[src/rtl/bf_pkg.sv]
// Shared definitions for the beamformer scan scheduler: coordinate width,
// scheduler state encoding and an index-width helper for the pixel bundle.
package bf_pkg;

  localparam int COORD_WIDTH = 16;

  typedef enum logic [2:0] {
    S_IDLE    = 3'd0,
    S_CLEAR   = 3'd1,
    S_LAUNCH  = 3'd2,
    S_WAIT    = 3'd3,
    S_EMIT    = 3'd4,
    S_ADVANCE = 3'd5,
    S_FINISH  = 3'd6
  } state_t;

  // A one-entry axis still needs a 1-bit index field.
  function automatic int idx_w(input int n);
    return (n > 1) ? $clog2(n) : 1;
  endfunction

endpackage

[src/rtl/bf_grid_counter.sv]
// Nested scan counters: z is the inner (depth) loop, x the outer (column)
// loop, each with a 16-bit wrapping focal-coordinate accumulator.
module bf_grid_counter
  import bf_pkg::*;
#(
  parameter int                      NUM_X   = 64,
  parameter int                      NUM_Z   = 128,
  parameter logic [COORD_WIDTH-1:0]  X_START = 16'd0,
  parameter logic [COORD_WIDTH-1:0]  X_STEP  = 16'd1,
  parameter logic [COORD_WIDTH-1:0]  Z_START = 16'd0,
  parameter logic [COORD_WIDTH-1:0]  Z_STEP  = 16'd1,
  localparam int                     XW      = idx_w(NUM_X),
  localparam int                     ZW      = idx_w(NUM_Z)
) (
  input  logic                   clk,
  input  logic                   reset,
  input  logic                   i_load,
  input  logic                   i_step,
  output logic [XW-1:0]          o_xi,
  output logic [ZW-1:0]          o_zi,
  output logic [COORD_WIDTH-1:0] o_x_f,
  output logic [COORD_WIDTH-1:0] o_z_f,
  output logic                   o_last
);

  localparam logic [XW-1:0] X_LAST = XW'(NUM_X - 1);
  localparam logic [ZW-1:0] Z_LAST = ZW'(NUM_Z - 1);

  logic [XW-1:0]          r_xi;
  logic [ZW-1:0]          r_zi;
  logic [COORD_WIDTH-1:0] r_x_f;
  logic [COORD_WIDTH-1:0] r_z_f;
  logic                   w_x_last;
  logic                   w_z_last;

  assign w_x_last = (r_xi == X_LAST);
  assign w_z_last = (r_zi == Z_LAST);

  // On the final point the depth loop still rewinds; x is simply held.
  always_ff @(posedge clk or negedge reset) begin
    if (!reset) begin
      r_xi  <= '0;
      r_zi  <= '0;
      r_x_f <= X_START;
      r_z_f <= Z_START;
    end else if (i_load) begin
      r_xi  <= '0;
      r_zi  <= '0;
      r_x_f <= X_START;
      r_z_f <= Z_START;
    end else if (i_step) begin
      if (!w_z_last) begin
        r_zi  <= r_zi + 1'b1;
        r_z_f <= r_z_f + Z_STEP;
      end else begin
        r_zi  <= '0;
        r_z_f <= Z_START;
        if (!w_x_last) begin
          r_xi  <= r_xi + 1'b1;
          r_x_f <= r_x_f + X_STEP;
        end
      end
    end
  end

  assign o_xi   = r_xi;
  assign o_zi   = r_zi;
  assign o_x_f  = r_x_f;
  assign o_z_f  = r_z_f;
  assign o_last = w_x_last & w_z_last;

endmodule

[src/rtl/bf_scan_scheduler.sv]
// Frame sequencer above the delay-and-sum core: clear, launch and wait on
// each focal point with a watchdog, then hand the result out as a pixel.
module bf_scan_scheduler
  import bf_pkg::*;
#(
  parameter int                      SUM_WIDTH = 20,
  parameter int                      NUM_X     = 64,
  parameter int                      NUM_Z     = 128,
  parameter logic [COORD_WIDTH-1:0]  X_START   = 16'd0,
  parameter logic [COORD_WIDTH-1:0]  X_STEP    = 16'd1,
  parameter logic [COORD_WIDTH-1:0]  Z_START   = 16'd0,
  parameter logic [COORD_WIDTH-1:0]  Z_STEP    = 16'd1,
  parameter int                      TIMEOUT   = 1024,
  localparam int                     XW        = idx_w(NUM_X),
  localparam int                     ZW        = idx_w(NUM_Z)
) (
  input  logic                   clk,
  input  logic                   reset,
  input  logic                   frame_start,
  input  logic                   abort,
  output logic                   bf_clear,
  output logic                   bf_start,
  output logic [COORD_WIDTH-1:0] bf_x_f,
  output logic [COORD_WIDTH-1:0] bf_z_f,
  input  logic                   bf_valid,
  input  logic [SUM_WIDTH-1:0]   bf_result,
  output logic                   pix_valid,
  input  logic                   pix_ready,
  output logic [SUM_WIDTH-1:0]   pix_data,
  output logic [XW-1:0]          pix_xi,
  output logic [ZW-1:0]          pix_zi,
  output logic                   pix_err,
  output logic                   pix_last,
  output logic                   busy,
  output logic                   frame_done,
  output logic                   timeout_err
);

  localparam int            WW      = idx_w(TIMEOUT);
  localparam logic [WW-1:0] WD_LAST = WW'(TIMEOUT - 1);

  state_t                 r_state;
  state_t                 w_next;
  logic [WW-1:0]          r_wdog;
  logic [SUM_WIDTH-1:0]   r_pix_data;
  logic                   r_pix_err;
  logic                   r_timeout_err;
  logic                   r_abort_clr;
  logic                   w_load;
  logic                   w_step;
  logic                   w_last;
  logic                   w_wd_hit;
  logic                   w_accept;
  logic                   w_timeout;

  assign w_wd_hit  = (r_wdog == WD_LAST);
  assign w_accept  = (r_state == S_IDLE) && frame_start && !abort;
  assign w_timeout = (r_state == S_WAIT) && !abort && !bf_valid && w_wd_hit;

  always_comb begin
    w_next = r_state;
    w_load = 1'b0;
    w_step = 1'b0;
    case (r_state)
      S_IDLE: begin
        if (frame_start) begin
          w_next = S_CLEAR;
          w_load = 1'b1;
        end
      end
      S_CLEAR:  w_next = S_LAUNCH;
      S_LAUNCH: w_next = S_WAIT;
      S_WAIT:   if (bf_valid || w_wd_hit) w_next = S_EMIT;
      S_EMIT:   if (pix_ready) w_next = S_ADVANCE;
      S_ADVANCE: begin
        w_step = 1'b1;
        w_next = w_last ? S_FINISH : S_CLEAR;
      end
      S_FINISH: w_next = S_IDLE;
      default:  w_next = S_IDLE;
    endcase
    if (abort) begin
      w_next = S_IDLE;
      w_load = 1'b0;
      w_step = 1'b0;
    end
  end

  always_ff @(posedge clk or negedge reset) begin
    if (!reset) begin
      r_state     <= S_IDLE;
      r_abort_clr <= 1'b0;
    end else begin
      r_state     <= w_next;
      r_abort_clr <= abort;
    end
  end

  // Watchdog counts WAIT cycles; it only advances while no result is seen.
  always_ff @(posedge clk or negedge reset) begin
    if (!reset) begin
      r_wdog <= '0;
    end else if (r_state == S_LAUNCH) begin
      r_wdog <= '0;
    end else if (r_state == S_WAIT && !bf_valid && !w_wd_hit) begin
      r_wdog <= r_wdog + 1'b1;
    end
  end

  // A valid result on the last watchdog cycle still counts as a good pixel.
  always_ff @(posedge clk or negedge reset) begin
    if (!reset) begin
      r_pix_data    <= '0;
      r_pix_err     <= 1'b0;
      r_timeout_err <= 1'b0;
    end else begin
      if (r_state == S_WAIT && !abort && bf_valid) begin
        r_pix_data <= bf_result;
        r_pix_err  <= 1'b0;
      end else if (w_timeout) begin
        r_pix_data <= '0;
        r_pix_err  <= 1'b1;
      end
      if (w_accept) begin
        r_timeout_err <= 1'b0;
      end else if (w_timeout) begin
        r_timeout_err <= 1'b1;
      end
    end
  end

  bf_grid_counter #(
    .NUM_X   (NUM_X),
    .NUM_Z   (NUM_Z),
    .X_START (X_START),
    .X_STEP  (X_STEP),
    .Z_START (Z_START),
    .Z_STEP  (Z_STEP)
  ) u_grid (
    .clk    (clk),
    .reset  (reset),
    .i_load (w_load),
    .i_step (w_step),
    .o_xi   (pix_xi),
    .o_zi   (pix_zi),
    .o_x_f  (bf_x_f),
    .o_z_f  (bf_z_f),
    .o_last (w_last)
  );

  assign bf_clear    = (r_state == S_CLEAR) || r_abort_clr;
  assign bf_start    = (r_state == S_LAUNCH) && !abort;
  assign pix_valid   = (r_state == S_EMIT);
  assign pix_data    = r_pix_data;
  assign pix_err     = r_pix_err;
  assign pix_last    = w_last;
  assign busy        = (r_state != S_IDLE);
  assign frame_done  = (r_state == S_FINISH);
  assign timeout_err = r_timeout_err;

endmodule

[config.mk]
export PLATFORM = sky130hd
export DESIGN_NAME = bf_scan_scheduler
export DESIGN_NICKNAME = d
export VERILOG_FILES = /design/src/rtl/bf_pkg.sv /design/src/rtl/bf_grid_counter.sv /design/src/rtl/bf_scan_scheduler.sv
export SDC_FILE = /design/constraint.sdc
export NUM_CORES = 1
export LEC_CHECK = 0
export CORE_ASPECT_RATIO = 0.6
export CORE_MARGIN = 10
export CORE_UTILIZATION = 49
export CTS_CLUSTER_DIAMETER = 200
export DETAILED_ROUTE_END_ITERATION = 8
export PLACE_DENSITY = 0.81
export SLEW_MARGIN = 20
export SYNTH_ARGS = -nofsm -noshare
export SYNTH_HDL_FRONTEND = slang
export SYNTH_HIERARCHICAL = 1
export SYNTH_SLANG_ARGS = --single-unit
export TNS_END_PERCENT = 5
[constraint.sdc]
create_clock -name clk -period 2.9 [get_ports clk]
set_input_delay 0.725 -clock clk [delete_from_list [all_inputs] [get_ports clk]]
set_output_delay 0.725 -clock clk [all_outputs]
set_load 0.01 [all_outputs]
* Yosys cells after proc, flatten, opt, wreduce, memory -nomap -nowiden *
Index checks and enable logic that the tools add are counted.

word-level totals
  bits of input ports = 26
  output and inout bits = 73
  bits in registers = 81

operators by class
  bitwise operators = 1
  mux-type cells = 32
  eq/ne operators = 13
  reduce and logical (&&, ||, !) cells = 23
  add/subtract/negate cells = 5

operators by type and width
  kind                                                 number
  two-way mux 16 bit                                   7
  two-way mux 20 bit                                   2
  adder 16 x 1 -> 16 bit, second input constant        2
  two-way mux 6 bit                                    4
  two-way mux 7 bit                                    3
  two-way mux 10 bit                                   2
  one-hot mux 3 bit (6 select lines)                   1
  two-way mux 3 bit                                    5
  adder 10 x 1 -> 10 bit, second input constant        1
  equality test 10 bit, second input constant          1
  nonzero test 2 bit                                   5
  equality test 3 bit, second input constant           3
  logical AND 1 bit                                    9
  two-way mux 1 bit                                    8
  adder 7 x 1 -> 7 bit, second input constant          1
  equality test 7 bit, second input constant           1
  adder 6 x 1 -> 6 bit, second input constant          1
  equality test 3 x 2 -> 1 bit, second input constant  2
  equality test 6 bit, second input constant           1
  inequality test 3 bit, second input constant         2
  AND reduction 3 bit                                  2
  equality test 3 x 1 -> 1 bit, second input constant  1
  logical NOT 1 bit                                    3
  logical NOT 3 bit                                    1
  other kinds (5)                                      6

* Depth between registers and ports, before layout *
Gate-level depths: netlist of the first run.

  word-level depth = 6
  mapped depth = 9

* By module *
The synthesis of the first run kept the hierarchy.

modules (own cells, without submodules)
  module             area an instance (um^2)  cells each  instances
  bf_grid_counter    2275.9                   236         1
  bf_scan_scheduler  1626.6                   143         1

* Worst setup path before layout of the first run *
Ideal clock, no wire load.

  path kind = input port to flip-flop
  start = input port abort
  end = register u_grid.r_x_f[10], in the netlist u_grid/o_x_f[10]
  setup time = 0.078 ns
  stages = 7
  slack = 0.214 ns
  arrival time = 2.608 ns
  required time = 2.822 ns
  path buffers = 2
  path through = buf_4 > nor4b_1 > nand3_1 > a311o_1 > buf_2 > or4_1 > a21oi_1

on the way
  cells in the longest elaborated chain, start to end = 3
  elaborated cells between the ends (all ways) = 7
  those cells by class = 1 x eq/ne; 3 x mux; 3 x reduce/logical

RTL lines
  what                                  RTL line                 source
  from (decl)                           bf_scan_scheduler.sv:20  input logic abort,
  two-way mux 1 bit                     bf_scan_scheduler.sv:82  if (abort) begin
  via w_step                            bf_scan_scheduler.sv:50  logic w_step;
  nonzero test 2 bit (no source line)   -
  AND reduction 3 bit (no source line)  -
  to (signal assigned)                  bf_grid_counter.sv:60    r_x_f <= r_x_f + X_STEP;
  to (decl)                             bf_grid_counter.sv:31    logic [COORD_WIDTH-1:0] r_x_f;

The timed path passes the listed nets, and every way through them passes these cells.
A chain may end at the register's enable or synchronous reset.

* Final worst setup path of the first run *
  start = register u_grid.r_xi[0], in the netlist u_grid/o_xi[0]
  end = output port pix_last

on the way
  cells in the longest elaborated chain, start to end = 2

RTL lines
  what                    RTL line                 source
  from (decl)             bf_grid_counter.sv:29    logic [XW-1:0] r_xi;
  from (signal assigned)  bf_grid_counter.sv:59    r_xi <= r_xi + 1'b1;
  equality test 6 bit     bf_grid_counter.sv:36    assign w_x_last = (r_xi == X_LAST);
  bitwise AND 1 bit       bf_grid_counter.sv:70    assign o_last = w_x_last & w_z_last;
  to (decl)               bf_scan_scheduler.sv:33  output logic pix_last,

No other way between the ends.

==> flow_summary.yaml, run 1 <==
run_status:
  status: "completed"
cells_and_area:
  diodes: 0
  final_nets: 517
  final_cells: 599
  drive_above_1_share_pct: 8.96
  layout_commonest_cell: "clkdlybuf4s50_1"
  stdcell_area_um2: 5420
  layout_common_cells: "97 x clkdlybuf4s50_1, 81 x dfrtp_1, 29 x a21oi_1"
  syn_to_final_growth_pct: 38.8
routing:
  final_antenna_net_count: 0
  drc: 0
  drt_pass1_iterations: 5
  routed-via-count: 3592
  vias_per_cell: 6.00
  drt_iter0_drc: 368
  wl_per_cell_um: 19.1
  wl_um: 11400
power_and_ir_drop:
  pwr_density_cell_nw_per_um2: 559
  power.leakage_nw: 2.31
  ir_drop_uv: 289
  p_total_mw: 3.03
floorplanning:
  rows: 25
  core_um2: 7820
  initial_utilization_pct: 49.9
  die_area_um2: 12100
  die_y_um: 89.1
  top_level_ports: 99
  die_w_um: 135
synthesis:
  post_synth.cell_area_avg_um2: 10.3
  synth_compound_area_share_pct: 16.9
  synth_top_cell_area_share_pct: 51.9
  synth_xor_area_share_pct: 3.82
  syn_nets: 410
  ys.flop_type: "dfrtp_1"
  ys_ff_latch: 81
  synthSimpleGateAreaFrac_pct: 20.4
  ys_async_sr_fraction_pct: 100
  synth_edf_count: 0
  yosys_warnings: 6
  synthTopCellsByArea: "dfrtp_1 52%, a22o_1 4.5%, a21oi_1 3.7%"
  synthAdderAreaFrac_pct: 1.60
  seq_area_frac_synth_pct: 51.9
  synth_top_family_by_area: "simple AND/OR/NAND/NOR gates"
  yosysUniqueCellTypes: 51
  synth_top_area_cell: "dfrtp_1"
  synthesis.area_um2: 3900
  synth_cells: 379
  synthMuxAreaShare_pct: 2.37
place:
  portBuffers: 98
  place.gp.congestion: 0.834
  dp.cells: 583
  post-dp-hpwl_um: 8100
  place_area_um2: 5090
  place_ws_ns: -0.0673
worst_setup_path:
  timing.rr.end: "u_grid/o_x_f[12]"
  reg2reg_from: "r_state[2]"
  worstSetupPathType: "flip-flop to output pin"
  path_max_fanout: 4
  crit_required_ns: 2.17
  cp-startpoint: "u_grid/o_xi[0]"
  crit_path_end_kind: "output pin"
  rr_worst_depth: 7
  arrival_ns: 2.09
  r2r_slack_ns: 0.32
  start_kind: "flip-flop"
timing:
  setup_ws_ns: 0.0890
  finalSetupViolCount: 0
  max_freq_ghz: 0.356
  fin_crit_sh_pct: 96.9
  final_hold_viol_count: 0
  clock_skew_ns: 0.00894
  slew_headroom_pct: 46.0
  rsz0062_at_grt: "no"
  timing.setup.tns_ns: 0
  min_period_ns: 2.81
  drv_slew: 0
  worst_pin_slew_ns: 0.809
clocking:
  cts_hold_buf: 0
  post_cts_buffers: 0
  clkSinkCount: 81
  cts_buffers: 9
  clk_pin_slew_ns: 0.06
  cts_tree: "built"
  clk_latency_ns: 0.34
  root_buffer: "clkbuf_16"
  htree_levels: 3
  clockBufferDepth: 2
global_routing:
  grt_pass1_vias: 3665
  grt_usage_pct: 19.5
  antenna_found_initial: 0
  grt_remaining_overflow: 0
  grt_max_degree: 48
  grt_pass1_wl_um: 18800
min_path:
  hold_path.class: "input port to asynchronous set/reset pin"
run:
  drv_cap: 0
metrics by stage:
| step | utilization (%) | hold slack (ns) |
|---|---|---|
| after floorplan | - | 0.429 |
| after global placement | 65.1 | 0.483 |
| after detailed placement | 65.1 | 0.484 |
| after CTS | 69.2 | 0.427 |
| after global routing | 69.3 | 0.460 |
| final | 69.3 | 0.409 |
worst max-delay path, stage by stage (launching register included):
cell and delay [ns]:
dfrtp_1 0.42, ha_1 0.18, and3_1 0.25, nand3_1 0.16, nor2_4 0.17, clkdlybuf4s50_1 0.56
worst max-delay path by stage:
stage	endpoint	slack, ns	cells after the start
2_1_floorplan	u_grid/o_x_f[10]	0.21	7
3_3_place_gp	u_grid/o_x_f[9]	0.02	7
3_5_place_dp	u_grid/o_x_f[5]	-0.07	7
4_1_cts	pix_last	0.06	5
5_1_grt	pix_last	0.02	5
6_report	pix_last	0.09	5
routing by layer:
metal	share of wire [%]	GRT usage (%)	vias to the layer above
li1	-	-	1637
met1	44	24.1	1805
met2	47	31.5	133
met3	8.0	7.69	17
met4	1.2	4.86	0
met5	0	0	-
report_power, final:
| part | internal [mW] | total (mW) | switching (mW) |
|---|---|---|---|
| combinational | 0.307 | 0.524 | 0.217 |
| clock | 0.735 | 1.18 | 0.448 |
| sequential | 1.24 | 1.32 | 0.0807 |
cell usage after synthesis (3+ instances only):
master / count
dfrtp_1: 81
a21oi_1: 29
nor2_1: 29
nand3_1: 23
nand2_1: 22
a22o_1: 20
xor2_1: 16
o21ai_0: 15
o31ai_1: 12
or3_1: 12
or4_1: 12
and3_1: 11
nand4_1: 10
clkbuf_1: 9
inv_1: 8
mux2i_1: 7
buf_2: 6
ha_1: 5
nor3_1: 5
and4_1: 4
a41oi_1: 3
nand2b_1: 3
nor3b_1: 3
timing repair:
action / in CTS / in global routing
cloned: 0 / 0
pin swaps: 0 / 0
endpoints found under the hold margin: 0 / 0
setup endpoints to repair: 1 / 1
resized for setup: 1 / 1
cell type report:
cell class / instances / area, um^2
multi-input cells: 271 / 1780
flip-flops and latches: 81 / 2030
repair buffers: 115 / 1130
fillers: 581 / 2400
well taps: 108 / 135
clock inverters: 4 / 50.0
clock buffers: 12 / 267
inverters: 8 / 30.0
sequential cells by signal, summed over array words and instances, names as in the netlist:
name          count
pix_data         20
u_grid/o_x_f     16
u_grid/o_z_f     16
r_wdog           10
u_grid/o_zi       7
u_grid/o_xi       6
r_state           3
pix_err           1
r_abort_clr       1
timeout_err       1
cells by family (layout without fill, tap and decap cells):
| logic type | after synthesis | count (layout) |
|---|---|---|
| multiplexers | 9 | 9 |
| AND/OR/NAND/NOR | 144 | 144 |
| XOR/XNOR | 17 | 17 |
| flip-flops | 81 | 81 |
| AO/OA/AOI/OAI | 96 | 96 |
| buffers and inverters | 27 | 139 |
| adder cells (fa/ha/maj) | 5 | 5 |
Power figures use the tool's default switching activity.
==> run 2, diff against run 1 <==
--- a/config.mk
+++ b/config.mk
@@ -10,7 +10,7 @@
 export CORE_UTILIZATION = 49
 export CTS_CLUSTER_DIAMETER = 200
 export DETAILED_ROUTE_END_ITERATION = 8
-export PLACE_DENSITY = 0.81
+export PLACE_DENSITY = 0.8
 export SLEW_MARGIN = 20
 export SYNTH_ARGS = -nofsm -noshare
 export SYNTH_HDL_FRONTEND = slang
==> flow_summary.yaml, run 2 (same netlist as run 1, synthesis figures left out) <==
routing:
  drt_pass1_iterations: 5
  wl_per_cell_um: 18.0
  final_antenna_net_count: 0
  vias_per_cell: 5.78
  routed-via-count: 3461
  drc: 0
  wl_um: 10800
  drt_iter0_drc: 286
worst_setup_path:
  rr_worst_depth: 7
  crit_family: "buffers and inverters"
  arrival_ns: 2.02
  start_kind: "flip-flop"
  path_max_fanout: 4
  cpMaxStageDelayCell: "clkdlybuf4s50_1"
  reg2reg_from: "r_state[2]"
  worstSetupPathType: "flip-flop to output pin"
  path_buf_inv: 1
  timing.rr.end: "u_grid/o_x_f[13]"
  r2r_slack_ns: 0.46
  path_cells: "ha_1 > and3_1 > nand3_1 > nor2_2 > clkdlybuf4s50_1"
  crit_path_end_kind: "output pin"
  crit_required_ns: 2.17
  cp_slowest_stage_delay_ns: 0.57
floorplanning:
  core_um2: 7820
  die_area_um2: 12100
  top_level_ports: 99
  rows: 25
  initial_utilization_pct: 49.9
  die_y_um: 89.1
  die_w_um: 135
cells_and_area:
  diodes: 0
  layout_common_cells: "97 x clkdlybuf4s50_1, 81 x dfrtp_1, 29 x a21oi_1"
  stdcell_area_um2: 5430
  n_fill_cell: 587
  final_cells: 599
  final_nets: 517
  syn_to_final_growth_pct: 39.1
  drive_above_1_share_pct: 8.76
  post-route-util_pct: 69.4
  largest_register_ffs: 20
  layout_commonest_cell: "clkdlybuf4s50_1"
power_and_ir_drop:
  p_total_mw: 3.15
  ir_drop_uv: 379
  pwr_density_cell_nw_per_um2: 581
  power.leakage_nw: 2.32
timing:
  clock_skew_ns: 0.00580
  finalSetupViolCount: 0
  rsz0062_at_grt: "no"
  final_hold_viol_count: 0
  drv_slew: 0
  worst_pin_slew_ns: 0.864
  whs_ns: 0.430
  min_period_ns: 2.75
  slew_headroom_pct: 42.3
  max_freq_ghz: 0.364
  fin_crit_sh_pct: 94.7
global_routing:
  grt_usage_pct: 18.5
  grt_max_degree: 57
  grt_remaining_overflow: 0
  grt_pass1_vias: 3452
  antenna_found_initial: 0
  grt_pass1_wl_um: 17600
place:
  dp.cells: 583
  place.gp.congestion: 0.840
  post-dp-hpwl_um: 7720
  portBuffers: 98
  place_area_um2: 5080
clocking:
  clkSinkCount: 81
  root_buffer: "clkbuf_16"
  clockBufferDepth: 2
  cts_resized: 0
  cts_hold_buf: 0
  clk_latency_ns: 0.34
  cts_buffers: 9
  htree_levels: 3
  post_cts_buffers: 0
  clk_pin_slew_ns: 0.06
  cts_tree: "built"
min_path:
  hold_path.class: "input port to asynchronous set/reset pin"
run:
  drv_cap: 0
run_status:
  status: "completed"
run 2: where the power goes:
group          switching, mW  internal [mW]
clock network          0.447          0.863
logic                  0.215          0.307
registers             0.0824           1.24
total                  0.744           2.41
run 2: per-layer routing:
metal | wire [um] | GRT usage [%] | up-vias
met1 | 4710 | 23.0 | 1705
met3 | 800 | 7.24 | 16
li1 | - | - | 1638
met2 | 5150 | 29.0 | 102
met4 | 137 | 5.93 | 0
met5 | 0 | 0 | -
run 2: how the worst max path moves through the flow:
stage	from	to	slack, ns	cells past startpoint
final	u_grid/o_xi[0]	pix_last	0.15	5
after global routing	u_grid/o_xi[1]	pix_last	0.03	5
after CTS	u_grid/o_xi[0]	pix_last	0.04	5
after detailed placement	abort	u_grid/o_x_f[13]	-0.02	7
after global placement	abort	u_grid/o_x_f[9]	0.04	7
after floorplan	abort	u_grid/o_x_f[10]	0.21	7
run 2: per-stage QoR:
step                      setup TNS, ns  setup slack [ns]
after floorplan                       0             0.214
after global placement                0            0.0394
after detailed placement        -0.0224           -0.0224
after CTS                             0            0.0397
after global routing                  0            0.0284
final                                 0             0.155
run 2: cell type report:
| type | count | area [um^2] | share of cell area, % |
|---|---|---|---|
| Sequential cell | 81 | 2030 | 37.3 |
| Inverter | 8 | 30.0 | 0.553 |
| Clock inverter | 5 | 103 | 1.89 |
| Tap cell | 108 | 135 | 2.49 |
| Timing Repair Buffer | 115 | 1120 | 20.6 |
| Clock buffer | 11 | 243 | 4.47 |
| Multi-Input combinational cell | 271 | 1770 | 32.7 |
